File: config.mk
export PLATFORM = sky130hd
export DESIGN_NAME = matrix_pingpong_buffer
export DESIGN_NICKNAME = d
export VERILOG_FILES = /design/src/rtl/matrix_pingpong_buffer.sv
export SDC_FILE = /design/constraint.sdc
export NUM_CORES = 1
export LEC_CHECK = 0
export CAP_MARGIN = 20
export CORE_MARGIN = 1
export CORE_UTILIZATION = 60
export CTS_CLUSTER_DIAMETER = 40
export DETAILED_ROUTE_END_ITERATION = 12
export PLACE_DENSITY = 0.78
export SLEW_MARGIN = 20
export SYNTH_ARGS = -nofsm -noshare
export SYNTH_HDL_FRONTEND = slang
export SYNTH_SLANG_ARGS = --single-unit
export TNS_END_PERCENT = 50
File: constraint.sdc
create_clock -name clk -period 2.3 [get_ports clk]
set_clock_uncertainty 0.2 [all_clocks]
set_input_delay 0.23 -clock clk [delete_from_list [all_inputs] [get_ports clk]]
set_output_delay 0.23 -clock clk [all_outputs]
set_load 0.01 [all_outputs]
File: src/rtl/matrix_pingpong_buffer.sv
// Two-bank ping-pong tile buffer: the producer fills the shadow bank element by element
// while the consumer reads whole rows from the active bank; banks swap on a gated handshake.
module matrix_pingpong_buffer #(
  parameter int unsigned DATA_WIDTH = 8,
  parameter int unsigned NUM_ROWS   = 4,
  parameter int unsigned NUM_COLS   = 4,
  parameter bit          AUTO_SWAP  = 1'b0,
  localparam int unsigned RW = (NUM_ROWS > 1) ? $clog2(NUM_ROWS) : 1,
  localparam int unsigned CW = (NUM_COLS > 1) ? $clog2(NUM_COLS) : 1,
  localparam int unsigned NW = $clog2(NUM_ROWS * NUM_COLS + 1)
) (
  input  logic                           clk,
  input  logic                           rst,
  input  logic                           wr_valid,
  output logic                           wr_ready,
  input  logic [RW-1:0]                  wr_row,
  input  logic [CW-1:0]                  wr_col,
  input  logic [DATA_WIDTH-1:0]          wr_data,
  output logic                           wr_err,
  output logic [NW-1:0]                  shadow_count,
  output logic                           shadow_full,
  input  logic                           swap_req,
  output logic                           swap_done,
  output logic                           active_valid,
  input  logic                           rd_en,
  input  logic [RW-1:0]                  rd_row,
  output logic                           rd_valid,
  output logic [DATA_WIDTH*NUM_COLS-1:0] rd_data_flat,
  input  logic                           rd_release
);

  localparam int unsigned NE = NUM_ROWS * NUM_COLS;
  localparam int unsigned IW = (NE > 1) ? $clog2(NE) : 1;

  logic [DATA_WIDTH-1:0]          mem_q [2][NE];
  logic [DATA_WIDTH-1:0]          mem_d [2][NE];
  logic [NE-1:0]                  fill_q, fill_d;
  logic [NW-1:0]                  shadow_count_q, shadow_count_d;
  logic                           shadow_full_q, shadow_full_d;
  logic                           active_sel_q, active_sel_d;
  logic                           active_valid_q, active_valid_d;
  logic                           swap_pending_q, swap_pending_d;
  logic                           swap_done_q, swap_done_d;
  logic                           wr_err_q, wr_err_d;
  logic                           rd_valid_q, rd_valid_d;
  logic [DATA_WIDTH*NUM_COLS-1:0] rd_data_q, rd_data_d;

  logic          wr_fire, wr_oor, swap_fire, rd_fire;
  logic [IW-1:0] wr_idx;

  // Next-state: write into shadow, swap/release of the active tile, row read
  always_comb begin
    mem_d          = mem_q;
    fill_d         = fill_q;
    shadow_count_d = shadow_count_q;
    active_sel_d   = active_sel_q;
    active_valid_d = active_valid_q;
    swap_pending_d = swap_pending_q;
    rd_data_d      = rd_data_q;

    wr_oor    = (32'(wr_row) >= NUM_ROWS) || (32'(wr_col) >= NUM_COLS);
    wr_idx    = IW'(32'(wr_row) * NUM_COLS + 32'(wr_col));
    wr_fire   = wr_valid && !shadow_full_q;
    swap_fire = shadow_full_q && !active_valid_q && (swap_pending_q || AUTO_SWAP);
    rd_fire   = rd_en && active_valid_q;

    wr_err_d    = wr_fire && wr_oor;
    swap_done_d = swap_fire;
    rd_valid_d  = rd_fire;

    if (wr_fire && !wr_oor) begin
      mem_d[~active_sel_q][wr_idx] = wr_data;
      if (!fill_q[wr_idx]) begin
        fill_d[wr_idx] = 1'b1;
        shadow_count_d = shadow_count_q + NW'(1);
      end
    end

    // Swap needs a full shadow, so it never coincides with an accepted write
    if (swap_fire) begin
      active_sel_d   = ~active_sel_q;
      active_valid_d = 1'b1;
      fill_d         = '0;
      shadow_count_d = '0;
      swap_pending_d = 1'b0;
    end else begin
      if (swap_req && !AUTO_SWAP) swap_pending_d = 1'b1;
      if (rd_release) active_valid_d = 1'b0;
    end

    shadow_full_d = (shadow_count_d == NW'(NE));

    if (rd_fire) begin
      rd_data_d = '0;
      if (32'(rd_row) < NUM_ROWS) begin
        for (int c = 0; c < int'(NUM_COLS); c++) begin
          rd_data_d[c*DATA_WIDTH +: DATA_WIDTH] =
            mem_q[active_sel_q][IW'(32'(rd_row) * NUM_COLS + 32'(c))];
        end
      end
    end
  end

  always_ff @(posedge clk) begin
    if (rst) begin
      for (int b = 0; b < 2; b++) begin
        for (int i = 0; i < int'(NE); i++) mem_q[b][i] <= '0;
      end
      fill_q         <= '0;
      shadow_count_q <= '0;
      shadow_full_q  <= 1'b0;
      active_sel_q   <= 1'b0;
      active_valid_q <= 1'b0;
      swap_pending_q <= 1'b0;
      swap_done_q    <= 1'b0;
      wr_err_q       <= 1'b0;
      rd_valid_q     <= 1'b0;
      rd_data_q      <= '0;
    end else begin
      mem_q          <= mem_d;
      fill_q         <= fill_d;
      shadow_count_q <= shadow_count_d;
      shadow_full_q  <= shadow_full_d;
      active_sel_q   <= active_sel_d;
      active_valid_q <= active_valid_d;
      swap_pending_q <= swap_pending_d;
      swap_done_q    <= swap_done_d;
      wr_err_q       <= wr_err_d;
      rd_valid_q     <= rd_valid_d;
      rd_data_q      <= rd_data_d;
    end
  end

  assign wr_ready     = ~shadow_full_q;
  assign shadow_full  = shadow_full_q;
  assign shadow_count = shadow_count_q;
  assign wr_err       = wr_err_q;
  assign swap_done    = swap_done_q;
  assign active_valid = active_valid_q;
  assign rd_valid     = rd_valid_q;
  assign rd_data_flat = rd_data_q;

endmodule

Word level (Yosys, flattened, before mapping):

Index checks and enable logic that the tools add are counted.

* register bits: 315
* output and inout port bits: 43

* $add $sub $neg: 5
* order comparisons: 11
* eq/ne operators: 1
* muxes and demuxes: 29
* bitwise gates (word level): 11
* reduce and logical (&&, ||, !) cells: 12

Operator list (count)
* $mux 128: 4
* $bwmux 256: 1
* $bmux 8 s4: 4
* $demux 128 s1: 1
* $mux 8: 9
* $demux 8 s4: 1
* $ge 5x5->1 const B: 5
* $not 4->5: 5
* $or 16x16->16: 1
* $mux 5: 3
* $add 4x2->4 const B: 2
* $logic_and 1x1->1: 7
* $add 5x1->5 const B: 1
* $eq 5x5->1 const B: 1
* $lt 4x5->1 const B: 1
* $lt 5x1->1 const B: 1
* $add 4x1->4 const B: 1
* $add 4x2->4: 1
* $bmux 1 s4: 1
* $demux 1 s4: 1
* $ge 2x2->1 const B: 2
* $ge 4x1->1 const B: 1
* $mux 1: 4
* $not 1->2: 2
* other kinds (6): 9

Depth between registers and ports, before layout:

Gate-level depths: netlist of the first run.

* depth after elaboration: 9
* depth in mapped cells: 10
* mapped depth without buffers: 6

Worst setup path after synthesis of the first run:

OpenSTA, ideal clock, no wires.

* kind: input-to-reg
* start point: in wr_col[1]
* end point: reg shadow_full_q (netlist: shadow_full)
* arrival time: 1.748 ns
* data required time: 1.975 ns
* path slack: 0.227 ns
* stages on the path: 8
* path through: buf_6 -> mux4_2 -> mux2_2 -> nand2_2 -> and2_2 -> buf_6 -> mux2i_1 -> a211oi_2

* word-level cells in the longest chain between the ends: 7

Ends and longest elaborated chain
* start, declared: RTL line 17 `input logic [CW-1:0] wr_col,`
* $add 4x2->4: RTL line 62 `wr_idx = IW'(32'(wr_row) * NUM_COLS + 32'(wr_col));`
* $bmux 1 s4: RTL line 73 `if (!fill_q[wr_idx]) begin`
* $mux 1 (not written as such): RTL line 73
* $mux 5: RTL line 73
* $mux 5: RTL line 71 `if (wr_fire && !wr_oor) begin`
* $mux 5: RTL line 80 `if (swap_fire) begin`
* $eq 5x5->1: RTL line 91 `shadow_full_d = (shadow_count_d == NW'(NE));`
* end signal, assigned: RTL line 123 `shadow_full_q <= shadow_full_d;`
* end, declared: RTL line 39 `logic shadow_full_q, shadow_full_d;`

No other way between the ends. The select of a mux whose other input is x is not followed.
A chain may end at the register's enable or synchronous reset.

Worst setup path after layout of the first run:

* start point: reg shadow_full_q (netlist: shadow_full)
* end point: reg mem_q[136] (netlist bit)

* word-level cells in the longest chain between the ends: 2

Ends and longest elaborated chain
* $logic_not 1->1: RTL line 63 `wr_fire = wr_valid && !shadow_full_q;`
* $logic_and 1x1->1: RTL line 63
* end signal, assigned: RTL line 120 `mem_q <= mem_d;`
* end, declared: RTL line 35 `logic [DATA_WIDTH-1:0] mem_q [2][NE];`

No other way between the ends.

==> results.ini, run 1 <==
[grt]
grt_pass1_wl_um = 56000
antenna_found_initial = 0
grt_usage = 0.313
met3_usage = 0.0578
grt.met2_usage = 0.512
busiest_layer = met2
groute.layer.met1.usage = 0.416
number_of_global_route_vias_before_repair = 10700
grt_overflow_total = 0
pin_count_of_the_biggest_net_entering_global_routing = 158

[yosys]
syn_area_per_cell_sq_um = 9.32
synth_top_area_cell = sky130_fd_sc_hd__dfxtp_1
synth-edff-count = 0
async_reset_ff_frac = 0
synth-seq-cells = 315
synth.net_count = 1461
synth_top_cells_by_area = sky130_fd_sc_hd__dfxtp_1 47%, sky130_fd_sc_hd__mux4_2 11%, sky130_fd_sc_hd__mux2i_1 8.8%, sky130_fd_sc_hd__a21oi_1 7.2%, sky130_fd_sc_hd__nand3_1 6.6%
dominantRegCellSynth = sky130_fd_sc_hd__dfxtp_1
synth.most_common_cell = sky130_fd_sc_hd__dfxtp_1
sequential_area_share_after_synthesis = 0.470
syn_area_sq_um = 13400
synth_common_cells = 315 x sky130_fd_sc_hd__dfxtp_1, 202 x sky130_fd_sc_hd__nand2_1, 193 x sky130_fd_sc_hd__a21oi_1, 178 x sky130_fd_sc_hd__nand3_1, 150 x sky130_fd_sc_hd__nor2_1
instance_count_of_the_mapped_netlist = 1440
synth_top_area_share = 0.470
ys_warn_count = 0
synthDistinctLibCells = 40

[clock_network]
numCtsBuffers = 38
tritoncts_num_sinks = 315
cts_max_path_buffers = 3
cts_max_level = 2
worst_skew_pair.late_latency_ns = 0.52
cts_tree = yes
clk_transition_reported_paths_ns = 0.06
hold_buffers = 1
cts.repair_timing.setup_buffer_count = 0
cts-root-buf = sky130_fd_sc_hd__clkbuf_16
post_cts_resized = 0

[sta]
setup_viol = 0
post-route-period-util = 0.932
report.final.hold_viol_count = 0
setup_total_negative_slack_ns = 0
timing.max_slew.rel_slack = 0.512
grt_setup_unrepaired = no
achievable-frequency_ghz = 0.466
final_max_slew_viol_count = 0
slew_at_the_pin_with_the_worst_max_slew_slack_ns = 0.732
final.min_clock_period_ns = 2.14

[final_layout]
antennaDiodeCount = 0
areaGrowthSynthToFinish_pct = 20.5
post_route_cells_drive_above_1_share = 0.168
postLayoutCellArea_sq_um = 16200
final_net_count = 1534

[routing]
dr.pass1.iters = 5
dr_total_vias = 11100
first_iter_violations = 876
viasPerCell = 6.10
post_drt_wl_per_cell_um = 19.3
detail_route.wirelength_um = 35100
detail_route.drc_violations = 0
ant_nets = 0

[min_path]
hold_end = rd_data_flat[2]
timing.hold.worst_path_depth = 3
worstHoldPathType = in -> reg
hold_path.startpoint = rd_row[0]

[critical_path]
timing.reg2reg.worst_path_depth = 7
start_kind = register
worstSetupEndpointType = register
cpPeakStageDelay_ns = 0.33
critical_path.cell_chain = nor2b_1 > buf_4 > nand2_1 > nor3_2 > buf_4 > mux2i_1 > nor2_1
classification_of_the_worst_setup_path = reg -> reg
cpMostUsedCell = sky130_fd_sc_hd__buf_4
crit_slowest_cell = sky130_fd_sc_hd__dfxtp_1
reg2reg_setup_slack_ns = 0.16
timing.critical_path.arrival_ns = 2.32
worstReg2RegEnd = mem_q[136]
startpoint_of_the_most_critical_register_to_register_path = shadow_full
required_ns = 2.48
critical_path.max_fanout = 8

[power]
p_int_uw = 9390
power.switching_fraction = 0.233
vdd_ir_drop_max_mv = 0.520
pwr_density_cell_nw_per_um2 = 757
leakage_dissipation_uw = 0.00547
p_switching_uw = 2850
power_frac_seq = 0.451
combPwrFrac = 0.053
clkPwrFrac = 0.495

[floorplanning]
placeableCoreArea_sq_um = 21900
fp-row-count = 54
die-height_um = 152
floorplan.io_pins = 63
floorplan.initialDensity = 0.613
floorplan.die_area_sq_um = 23000
die_w_um = 152

[place]
gp_congestion = 0.855
port_buffers = 61
post-dp-hpwl_um = 21800
placed_cell_area_sq_um = 14900

[run_status]
run_status = complete, no violations

[job]
cap_viol_max_count = 0

[layout make-up]
class	instances	area [sq um]
multi-input cells	992	6560
clock inverters	20	199
clock buffers	50	1100
repair buffers	162	1630
well taps	280	350
flip-flops and latches	315	6310
inverters	4	15.0
fillers	1495	5720
[metal layers]
metal  up-vias  share of wire
met5         -              0
met4         0          0.027
met3        81          0.078
met2       474           0.48
met1      5357           0.42
li1       5210              -
[worst max path at each step]
| stage | startpoint | endpoint | slack (ns) | cells after the start |
|---|---|---|---|---|
| 2_1_floorplan | wr_col[1] | shadow_full | 0.23 | 8 |
| 3_3_place_gp | wr_col[1] | fill_q[0] | -0.20 | 8 |
| 3_5_place_dp | wr_col[1] | fill_q[15] | -0.30 | 8 |
| 4_1_cts | shadow_full | mem_q[136] | 0.17 | 7 |
| 5_1_grt | shadow_full | mem_q[136] | 0.02 | 7 |
| 6_report | shadow_full | mem_q[136] | 0.16 | 7 |
[per-stage QoR]
stage / setup slack, ns / std cells / power (uW) / hold slack, ns / util
global route: 0.0228 / 1823 / 12500 / 0.0805 / 0.739
floorplan: 0.227 / 1440 / 6030 / 0.146 / -
CTS: 0.170 / 1823 / 12300 / 0.0408 / 0.739
detailed placement: -0.298 / 1752 / 6280 / 0.244 / 0.679
finish: 0.155 / 1823 / 12200 / 0.0717 / 0.739
global placement: -0.197 / 1752 / 6270 / 0.239 / 0.679
[layout by cell type (no fill, tap or decap), drive strengths merged, types with 2 or more instances in the layout]
| cell | instances |
|---|---|
| nor2b | 3 |
| or2 | 2 |
| a21oi | 193 |
| nand2b | 6 |
| nand3 | 178 |
| nor3 | 17 |
| dfxtp | 315 |
| inv | 10 |
| xor2 | 2 |
| clkbuf | 51 |
| clkdlybuf4s50 | 58 |
| and2 | 3 |
| nand2 | 204 |
| nor2 | 150 |
| and3 | 2 |
| buf | 102 |
| mux2i | 118 |
| clkinv | 9 |
| xnor2 | 3 |
| a211oi | 33 |
| mux4 | 66 |
| clkinvlp | 3 |
| bufinv | 2 |
[power groups by stage]
stage | Combinational, uW | Sequential [uW] | Clock [uW]
after floorplan | 392 | 5630 | 0
after global placement | 630 | 5640 | 0
after detailed placement | 638 | 5640 | 0
after CTS | 644 | 5520 | 6110
after global routing | 693 | 5520 | 6330
final | 654 | 5520 | 6060
[state kept, by name, indices dropped and copies added, names as in the netlist]
register	flops
rd_valid	1
shadow_full	1
swap_done	1
active_sel_q	1
fill_q	16
mem_q	256
active_valid	1
rd_data_flat	32
shadow_count	5
swap_pending_q	1
[critical path, delay by kind of cell, from the launching register on]
family	cells	cell delay (ns)
AND/OR/NAND/NOR	4	0.79
buffers and inverters	2	0.44
flip-flops	1	0.33
multiplexers	1	0.24
[kinds of logic after synthesis]
logic type               after synthesis  share of synthesized area
multiplexers                         185                      0.200
AO/OA/AOI/OAI                        231                     0.0938
adder cells (fa/ha/maj)                1                   0.000932
flip-flops                           315                      0.470
AND/OR/NAND/NOR                      569                      0.190
XOR/XNOR                               5                    0.00326
buffers and inverters                133                     0.0417
other                                  1                   0.000279
No activity file was read; power rests on OpenSTA's default activity.
==> inputs of run 2 (changes only) <==
--- a/config.mk
+++ b/config.mk
@@ -15,4 +15,3 @@
 export SYNTH_ARGS = -nofsm -noshare
 export SYNTH_HDL_FRONTEND = slang
 export SYNTH_SLANG_ARGS = --single-unit
-export TNS_END_PERCENT = 50
==> results of run 2 <==
Final layout, timing and power as in run 1 (identical DEF).
==> inputs of run 3 (changes only) <==
--- a/config.mk
+++ b/config.mk
@@ -10,6 +10,7 @@
 export CORE_UTILIZATION = 60
 export CTS_CLUSTER_DIAMETER = 40
 export DETAILED_ROUTE_END_ITERATION = 12
+export HOLD_SLACK_MARGIN = 0.02
 export PLACE_DENSITY = 0.78
 export SLEW_MARGIN = 20
 export SYNTH_ARGS = -nofsm -noshare
==> results of run 3 <==
Final layout, timing and power as in run 1 (identical DEF).
